[src/rtl/csr_snapshot_streamer_if.sv]
// Valid/ready beat stream carrying one 64-bit CSR snapshot field per transfer.
interface csr_snapshot_streamer_if;
  logic        out_valid;
  logic        out_ready;
  logic [4:0]  out_index;
  logic [63:0] out_data;
  logic        out_last;

  modport master (
    output out_valid,
    output out_index,
    output out_data,
    output out_last,
    input  out_ready
  );

  modport slave (
    input  out_valid,
    input  out_index,
    input  out_data,
    input  out_last,
    output out_ready
  );
endinterface

[src/rtl/csr_snapshot_streamer.sv]
// Snapshots all 29 CSRPack fields on capture and streams the enabled ones out,
// one field per beat. csr_in[i] is the field with declaration index i.
module csr_snapshot_streamer #(
  parameter logic [28:0] FIELD_MASK = 29'h1FFF_FFFF,
  parameter int          DROP_W     = 8
) (
  input  logic                    clk,
  input  logic                    rstn,
  input  logic                    capture,
  input  logic [28:0][63:0]       csr_in,
  csr_snapshot_streamer_if.master stream,
  output logic                    busy,
  output logic                    done,
  output logic [DROP_W-1:0]       drop_cnt
);

  localparam logic [0:0] IDLE = 1'b0;
  localparam logic [0:0] SEND = 1'b1;
  localparam int NUM_FIELDS = 29;

  // Lowest enabled field strictly above idx (0 when there is none).
  function automatic logic [4:0] next_set_f(input int idx);
    logic [4:0] r;
    r = '0;
    for (int i = NUM_FIELDS - 1; i >= 0; i--) begin
      if (FIELD_MASK[i] && (i > idx)) r = 5'(i);
    end
    return r;
  endfunction

  function automatic logic has_higher_f(input int idx);
    logic r;
    r = 1'b0;
    for (int i = 0; i < NUM_FIELDS; i++) begin
      if (FIELD_MASK[i] && (i > idx)) r = 1'b1;
    end
    return r;
  endfunction

  localparam logic [4:0] FIRST_IDX  = next_set_f(-1);
  localparam logic       FIRST_LAST = !has_higher_f(int'(FIRST_IDX));
  localparam logic       MASK_EMPTY = (FIELD_MASK == '0);

  // Successor and last-flag per index are mask constants, so skipping costs no cycles.
  logic [4:0]  next_tbl [32];
  logic [31:0] last_tbl;

  genvar gi;
  generate
    for (gi = 0; gi < 32; gi++) begin : g_tbl
      assign next_tbl[gi] = next_set_f(gi);
      assign last_tbl[gi] = !has_higher_f(gi);
    end
  endgenerate

  logic [0:0]        state_reg, state_next;
  logic              out_valid_reg, out_valid_next;
  logic [4:0]        out_index_reg, out_index_next;
  logic [63:0]       out_data_reg, out_data_next;
  logic              out_last_reg, out_last_next;
  logic              busy_reg, busy_next;
  logic              done_reg, done_next;
  logic [DROP_W-1:0] drop_cnt_reg, drop_cnt_next;
  logic [28:0][63:0] snapshot_reg;

  logic       hs;
  logic       last_hs;
  logic       accept;
  logic [4:0] adv_idx;

  assign hs      = out_valid_reg & stream.out_ready;
  assign last_hs = hs & out_last_reg;
  // The final handshake frees the stream in the same cycle, so a capture there is taken.
  assign accept  = capture & ((state_reg == IDLE) | last_hs);
  assign adv_idx = next_tbl[out_index_reg];

  always_comb begin
    state_next     = state_reg;
    out_valid_next = out_valid_reg;
    out_index_next = out_index_reg;
    out_data_next  = out_data_reg;
    out_last_next  = out_last_reg;
    done_next      = 1'b0;
    drop_cnt_next  = drop_cnt_reg;

    if (accept) begin
      if (MASK_EMPTY) begin
        state_next     = IDLE;
        out_valid_next = 1'b0;
        out_index_next = '0;
        out_data_next  = '0;
        out_last_next  = 1'b0;
        done_next      = 1'b1;
      end else begin
        state_next     = SEND;
        out_valid_next = 1'b1;
        out_index_next = FIRST_IDX;
        out_data_next  = csr_in[FIRST_IDX];
        out_last_next  = FIRST_LAST;
      end
      if (last_hs) done_next = 1'b1;
    end else if (last_hs) begin
      state_next     = IDLE;
      out_valid_next = 1'b0;
      out_index_next = '0;
      out_data_next  = '0;
      out_last_next  = 1'b0;
      done_next      = 1'b1;
    end else if (hs) begin
      out_index_next = adv_idx;
      out_data_next  = snapshot_reg[adv_idx];
      out_last_next  = last_tbl[adv_idx];
    end

    if (capture && !accept && (drop_cnt_reg != '1)) begin
      drop_cnt_next = drop_cnt_reg + DROP_W'(1);
    end

    busy_next = (state_next == SEND);
  end

  always_ff @(posedge clk or negedge rstn) begin
    if (!rstn) begin
      state_reg     <= IDLE;
      out_valid_reg <= 1'b0;
      out_index_reg <= '0;
      out_data_reg  <= '0;
      out_last_reg  <= 1'b0;
      busy_reg      <= 1'b0;
      done_reg      <= 1'b0;
      drop_cnt_reg  <= '0;
      snapshot_reg  <= '0;
    end else begin
      state_reg     <= state_next;
      out_valid_reg <= out_valid_next;
      out_index_reg <= out_index_next;
      out_data_reg  <= out_data_next;
      out_last_reg  <= out_last_next;
      busy_reg      <= busy_next;
      done_reg      <= done_next;
      drop_cnt_reg  <= drop_cnt_next;
      if (accept) snapshot_reg <= csr_in;
    end
  end

  assign stream.out_valid = out_valid_reg;
  assign stream.out_index = out_index_reg;
  assign stream.out_data  = out_data_reg;
  assign stream.out_last  = out_last_reg;
  assign busy             = busy_reg;
  assign done             = done_reg;
  assign drop_cnt         = drop_cnt_reg;

endmodule

[src/flat_wrapper.sv]
// flat-port wrapper written by rule: the top's interface ports become plain ports
module csr_snapshot_streamer_flat 
#(
  parameter logic [28:0] FIELD_MASK = 29'h1FFF_FFFF,
  parameter int          DROP_W     = 8
)
  (clk, rstn, capture, csr_in, busy, done, drop_cnt, stream_out_valid, stream_out_index, stream_out_data, stream_out_last, stream_out_ready);
  csr_snapshot_streamer_if stream_i ();
  input  logic clk;
  input  logic rstn;
  input  logic capture;
  input  logic [28:0][63:0] csr_in;
  output logic busy;
  output logic done;
  output logic [DROP_W-1:0] drop_cnt;
  output wire logic [$bits(stream_i.out_valid)-1:0] stream_out_valid;
  output wire logic [$bits(stream_i.out_index)-1:0] stream_out_index;
  output wire logic [$bits(stream_i.out_data)-1:0] stream_out_data;
  output wire logic [$bits(stream_i.out_last)-1:0] stream_out_last;
  input wire logic [$bits(stream_i.out_ready)-1:0] stream_out_ready;
  assign stream_out_valid = stream_i.out_valid;
  assign stream_out_index = stream_i.out_index;
  assign stream_out_data = stream_i.out_data;
  assign stream_out_last = stream_i.out_last;
  assign stream_i.out_ready = stream_out_ready;
  csr_snapshot_streamer #(.FIELD_MASK(FIELD_MASK), .DROP_W(DROP_W)) u_core (.clk(clk), .rstn(rstn), .capture(capture), .csr_in(csr_in), .stream(stream_i), .busy(busy), .done(done), .drop_cnt(drop_cnt));
endmodule
[config.mk]
export PLATFORM = sky130hd
export DESIGN_NAME = csr_snapshot_streamer_flat
export DESIGN_NICKNAME = d
export VERILOG_FILES = /design/src/rtl/csr_snapshot_streamer_if.sv /design/src/rtl/csr_snapshot_streamer.sv /design/src/flat_wrapper.sv
export SDC_FILE = /design/constraint.sdc
export NUM_CORES = 2
export LEC_CHECK = 0
export CAP_MARGIN = 15
export CORE_AREA = 5 5 751 753
export DETAILED_ROUTE_END_ITERATION = 6
export DIE_AREA = 0 0 756 758
export PLACE_DENSITY = 0.32
export REMOVE_ABC_BUFFERS = 1
export SLEW_MARGIN = 0
export SYNTH_ARGS = -nofsm -noshare
export SYNTH_HDL_FRONTEND = slang
export SYNTH_SLANG_ARGS = --single-unit
export TNS_END_PERCENT = 50
[constraint.sdc]
create_clock -name clk -period 2.8 [get_ports clk]
set_input_delay 0.56 -clock clk [delete_from_list [all_inputs] [get_ports clk]]
set_output_delay 0.56 -clock clk [all_outputs]
set_load 0.01 [all_outputs]
# After elaboration in Yosys (flattened, before gate mapping)
# Memories as Yosys holds them, arrays and structs flattened.
# Index checks and enable logic that the tools add are counted.
[op_classes]
add_sub_neg = 1
multipliers = 0
div = 0
n_lt_le_gt_ge = 2
eq_ne = 1
shifts = 0
mux = 17
n_bitwise = 6
reduce_logical = 5
[op_table]
columns = ["cell", "n"]
rows = [
  ["64-bit binary-select mux with 5-bit select", 1],
  ["64-bit two-way mux", 4],
  ["5-bit two-way mux", 5],
  ["8-bit by 1-bit adder with 8-bit output, second input constant", 1],
  ["8-bit inequality test, second input constant", 1],
  ["1-bit two-way mux", 7],
  ["6-bit greater-or-equal comparator, second input constant", 1],
  ["5-bit by 6-bit less-than comparator with 1-bit output, second input constant", 1],
  ["5-bit inverter with 6-bit output", 1],
  ["1-bit bitwise AND", 3],
  ["3-bit nonzero test", 1],
  ["1-bit logical AND", 2],
  ["2-bit nonzero test", 1],
  ["1-bit logical NOT", 1],
  ["1-bit inverter", 1],
  ["1-bit OR", 1],
]
[word_totals]
regBits = 1936
latchBits = 0
ram_bits = 0
mem_bits_ro = 192
input_bits = 1860
output_inout_bits = 81
word_cells = 69
mem_count = 2
[mem_list]
columns = ["name", "words", "word_bits", "read_ports", "rd_clocked_by_memory_dff", "write_ports", "line", "text"]
rows = [
  ["(no name shown)", 32, 5, 1, 0, 0, "csr_snapshot_streamer.sv:75", "assign adv_idx = next_tbl[out_index_reg];"],
  ["(no name shown)", 32, 1, 1, 0, 0, "csr_snapshot_streamer.sv:112", "out_last_next = last_tbl[adv_idx];"],
]

# Longest topological paths before layout
[logic_depth]
ltp_word = 9
ltp_mapped = 11
depth_no_buf = 7

# Worst setup path before layout
# No wires, ideal clock.
[synth_path]
path_type = "reg2reg"
startpoint = "reg u_core.out_index_reg[0] (netlist: u_core.stream.out_index[0])"
endpoint = "reg u_core.out_data_reg[53] (netlist: u_core.stream.out_data[53])"
setup_time_ps = 120
arrival_time_ps = 2214
t_required_ps = 2680
path_slack_ps = 466
path_stages_with_launch = 11
n_path_buf = 4
synth_period_minus_slack_ps = 2334
path_cell_list = "dfrtp_1 ha_1 buf_4 buf_4 buf_2 buf_2 mux2i_1 o21ai_0 a21oi_1 o21ai_1 a31o_1"
[synth_via]
elab_chain_cells = 9
[synth_lines]
columns = ["element", "line", "text"]
rows = [
  ["from (decl)", "csr_snapshot_streamer.sv:58", "logic [4:0] out_index_reg, out_index_next;"],
  ["from (signal assigned)", "csr_snapshot_streamer.sv:136", "out_index_reg <= out_index_next;"],
  ["5-bit inverter with 6-bit output (implied by the code)", "csr_snapshot_streamer.sv:75", ""],
  ["memory 32 x 5 bit", "--", ""],
  ["5-bit two-way mux (implied by the code) (2 in series)", "csr_snapshot_streamer.sv:75", ""],
  ["64-bit binary-select mux with 5-bit select", "csr_snapshot_streamer.sv:111", "out_data_next = snapshot_reg[adv_idx];"],
  ["64-bit two-way mux (implied by the code)", "csr_snapshot_streamer.sv:111", ""],
  ["64-bit two-way mux", "csr_snapshot_streamer.sv:109", "end else if (hs) begin"],
  ["64-bit two-way mux", "csr_snapshot_streamer.sv:102", "end else if (last_hs) begin"],
  ["64-bit two-way mux", "csr_snapshot_streamer.sv:86", "if (accept) begin"],
  ["to (signal assigned)", "csr_snapshot_streamer.sv:137", "out_data_reg <= out_data_next;"],
  ["to (decl)", "csr_snapshot_streamer.sv:59", "logic [63:0] out_data_reg, out_data_next;"],
]
# Every way passes these cells. The select of a mux whose other input is x is not followed.
# A chain may end at the register's enable or synchronous reset.

# Worst setup path after layout
[layout_path]
startpoint = "reg u_core.out_index_reg[0] (netlist: u_core.stream.out_index[0])"
endpoint = "reg u_core.out_data_reg[59] (netlist: u_core.stream.out_data[59])"
# The elaborated chain is that of the path after synthesis.

==> impl_metrics.py <==
metrics = {
    "clock_network": {
        "clkTransAtPathRegs_ns": 0.06,
        "clockBufferDepth": 4,
        "cts-root-buf": "clkbuf_16",
        "numCtsBuffers": 269,
        "cts_tree": "done",
        "h-tree-depth": 5,
        "clock_latency_ns": 0.90,
        "clkSinkCount": 1936,
    },
    "setup_path": {
        "r2r-end": "u_core.stream.out_data[59]",
        "crit_type": "flop to flop",
        "cp_data_required_time_ns": 3.61,
        "r2r_slack_ns": -0.05,
        "endpoint_kind": "flop",
        "rr_worst_depth": 9,
        "r2r-start": "u_core.stream.out_index[0]",
        "arrival_ns": 3.66,
        "start_kind": "flop",
        "path_max_fanout": 34,
    },
    "yosys": {
        "synth-seq-area-share": 0.517,
        "synthCells": 7607,
        "yosysTopAreaCellShare": 0.517,
        "synth_ff_type": "dfrtp_1",
        "synth_top_area_cell": "dfrtp_1",
        "syn_avg_cell_area_sq_um": 12.3,
        "synthesis.area_sq_um": 93700,
        "synth_seq_cells": 1936,
        "yosys_warnings": 0,
        "synth_edf_count": 0,
        "ys_types": 63,
        "synth_area_leaders": "dfrtp_1, mux2_2, a21oi_1",
        "ys_async_sr_fraction": 1.00,
    },
    "pwr": {
        "p_per_area_nw_per_um2": 1200,
        "peakVddDrop_uv": 688,
        "leakage_nw": 56.0,
    },
    "run": {
        "cap_violations": 0,
    },
    "floorplan": {
        "core_sq_um": 556000,
        "die_w_microns": 756,
        "num_rows": 274,
        "start_util": 0.169,
        "die_y_microns": 758,
        "io_pins": 1941,
        "die_area_sq_um": 573000,
    },
    "hold_path": {
        "hp-class": "input port to async pin",
    },
    "final_layout": {
        "instances_no_fill": 17700,
        "fin_nets": 11900,
        "multi_input_area_sq_um": 43100,
        "syn2layout_area_growth_pct": 49.0,
        "fillers": 58300,
        "seq_area_sq_um": 48500,
        "layout-drive-gt1-share": 0.336,
        "largest_reg_flops": 1856,
    },
    "route": {
        "ant_nets": 0,
        "vias": 77100,
        "via_per_inst": 4.35,
        "wire_per_inst_microns": 32.2,
        "routed_wl_mm": 571,
        "drc_errors": 0,
        "drt_iter0_drc": 4804,
        "firstDrtPassIters": 6,
    },
    "timing": {
        "finalHoldWorstSlack_ns": 0.242,
        "skew_ns": 0.0537,
        "max_freq_ghz": 0.351,
        "setup_ws_ns": -0.0469,
        "fin_crit_sh": 1.02,
        "setup_viol": 2,
        "hold_viol_final": 0,
        "drv_slew": 0,
        "min_period_ns": 2.85,
        "relSlewSlack": 0.392,
        "tightest_slew_ns": 0.912,
        "rsz0062_at_grt": "true",
    },
    "place": {
        "post-place-ws_ns": -0.563,
        "gp_congestion": 0.824,
        "io_buffers": 1940,
        "hpwl_mm": 446,
        "post-place-cells": 17100,
    },
    "global_route": {
        "antenna_found_initial": 358,
        "grt_pass1_vias": 81900,
        "grt_pass1_wl_mm": 755,
        "grt_max_degree": 111,
        "grt_use_total": 0.191,
        "grt.overflow.total": 0,
    },
    "run_status": {
        "violations": "setup timing",
        "status": "finished with violations",
    },
}
## through the flow
step / util / setup TNS, ns / total power [mW] / instance area, sq um
after floorplan: - / - / 79.1 / 90600
after global placement: 0.231 / -153.49 / 128 / 128000
after detailed placement: 0.231 / -141.78 / 128 / 128000
after CTS: 0.250 / -1.46 / 170 / 139000
after global routing: 0.251 / -1.14 / 177 / 139000
final: 0.251 / -0.0790 / 168 / 140000
## report_power, final
part           switching (mW)  leakage, nW  total, mW  internal [mW]
clock                    14.9         4.40       35.8           21.0
combinational            40.3         28.0       79.3           39.0
sequential               10.7         23.6       52.6           41.8
total                    66.0         56.0        168            102
## final cells by class
cell class | count | area share
flip-flops and latches | 1936 | 0.347
multi-input cells | 4994 | 0.309
repair buffers | 2810 | 0.211
well taps | 7452 | 0.0668
clock buffers | 384 | 0.0553
clock inverters | 95 | 0.00917
diodes | 73 | 0.00131
inverters | 5 | 0.000251
## cells in the mapped netlist, types with 7 or more instances
library cell,instances
buf_1,33
buf_2,276
a31o_1,62
nand2_1,28
nor2b_1,8
a21oi_1,690
a211oi_1,190
mux2_2,1982
a2bb2oi_1,64
clkbuf_1,311
o21ai_0,265
o32ai_1,64
o21bai_1,62
and3_1,7
a22o_1,62
nand2b_1,189
nor3b_1,125
nor2_1,257
o21ai_1,118
o311ai_0,47
mux2i_1,318
o221ai_1,128
o31a_1,124
buf_4,48
dfrtp_1,1936
nand3_1,7
o311ai_1,15
nor3_1,128
## layer usage
metal	wire [microns]	global-route usage	up-vias
met1	244000	0.244	39900
met4	14800	0.0469	242
li1	-	-	33400
met2	267000	0.314	2795
met5	1480	0	-
met3	43900	0.0575	859
## placed cells by master, fill, tap and decap left out, drive strengths merged, types with 189 or more instances in the layout
master,netlist,layout
mux2,1982,1982
nand2b,189,189
nor2,257,257
o21ai,383,383
a21oi,690,690
buf,361,861
clkdlybuf4s50,0,1906
clkbuf,311,387
a211oi,191,191
mux2i,318,318
dfrtp,1936,1936
## what timing repair did
item | 4_1_cts | 5_1_grt
hold buffers | 1 | 0
endpoints found under the hold margin | 86 | 0
buffers inserted | 49 | 15
pin swaps | 62 | 46
endpoints found under the setup margin | 90 | 66
resized for setup | 240 | 80
cloned | 14 | 2
## kinds of logic (layout without fill, tap and decap cells)
| group | count (synthesis) | in the layout | share of synthesized area |
|---|---|---|---|
| and+or+nand+nor | 763 | 763 | 0.0435 |
| AOI/OAI and AO/OA | 1920 | 1920 | 0.133 |
| muxes | 2301 | 2301 | 0.272 |
| other | 0 | 73 | 0 |
| xor gates and xnor gates | 7 | 7 | 0.000654 |
| adders and majority gates | 3 | 3 | 0.000401 |
| DFF | 1936 | 1936 | 0.517 |
| buffers and inverters | 677 | 3294 | 0.0330 |
## worst max path at each step
stage | from | end | slack (ns) | depth (start not counted)
after floorplan | u_core.stream.out_valid | u_core.snapshot_reg[0] | -89.43 | 3
after CTS | u_core.stream.out_index[0] | u_core.stream.out_data[47] | -0.15 | 12
after detailed placement | u_core.stream.out_index[0] | u_core.stream.out_data[12] | -0.56 | 13
final | u_core.stream.out_index[0] | u_core.stream.out_data[59] | -0.05 | 9
after global placement | u_core.stream.out_index[0] | u_core.stream.out_data[12] | -0.53 | 13
after global routing | u_core.stream.out_index[0] | u_core.stream.out_data[57] | -0.09 | 12
## critical path: stages (launching register included)
cell and delay (ns):
dfrtp_4 0.51, ha_4 0.18, buf_4 0.15, nor2b_1 0.16, a32o_4 0.36, buf_12 0.17, o31a_1 0.24, o31a_1 0.30
nor3_4 0.30, a31o_1 0.20
Power figures use the tool's default switching activity.
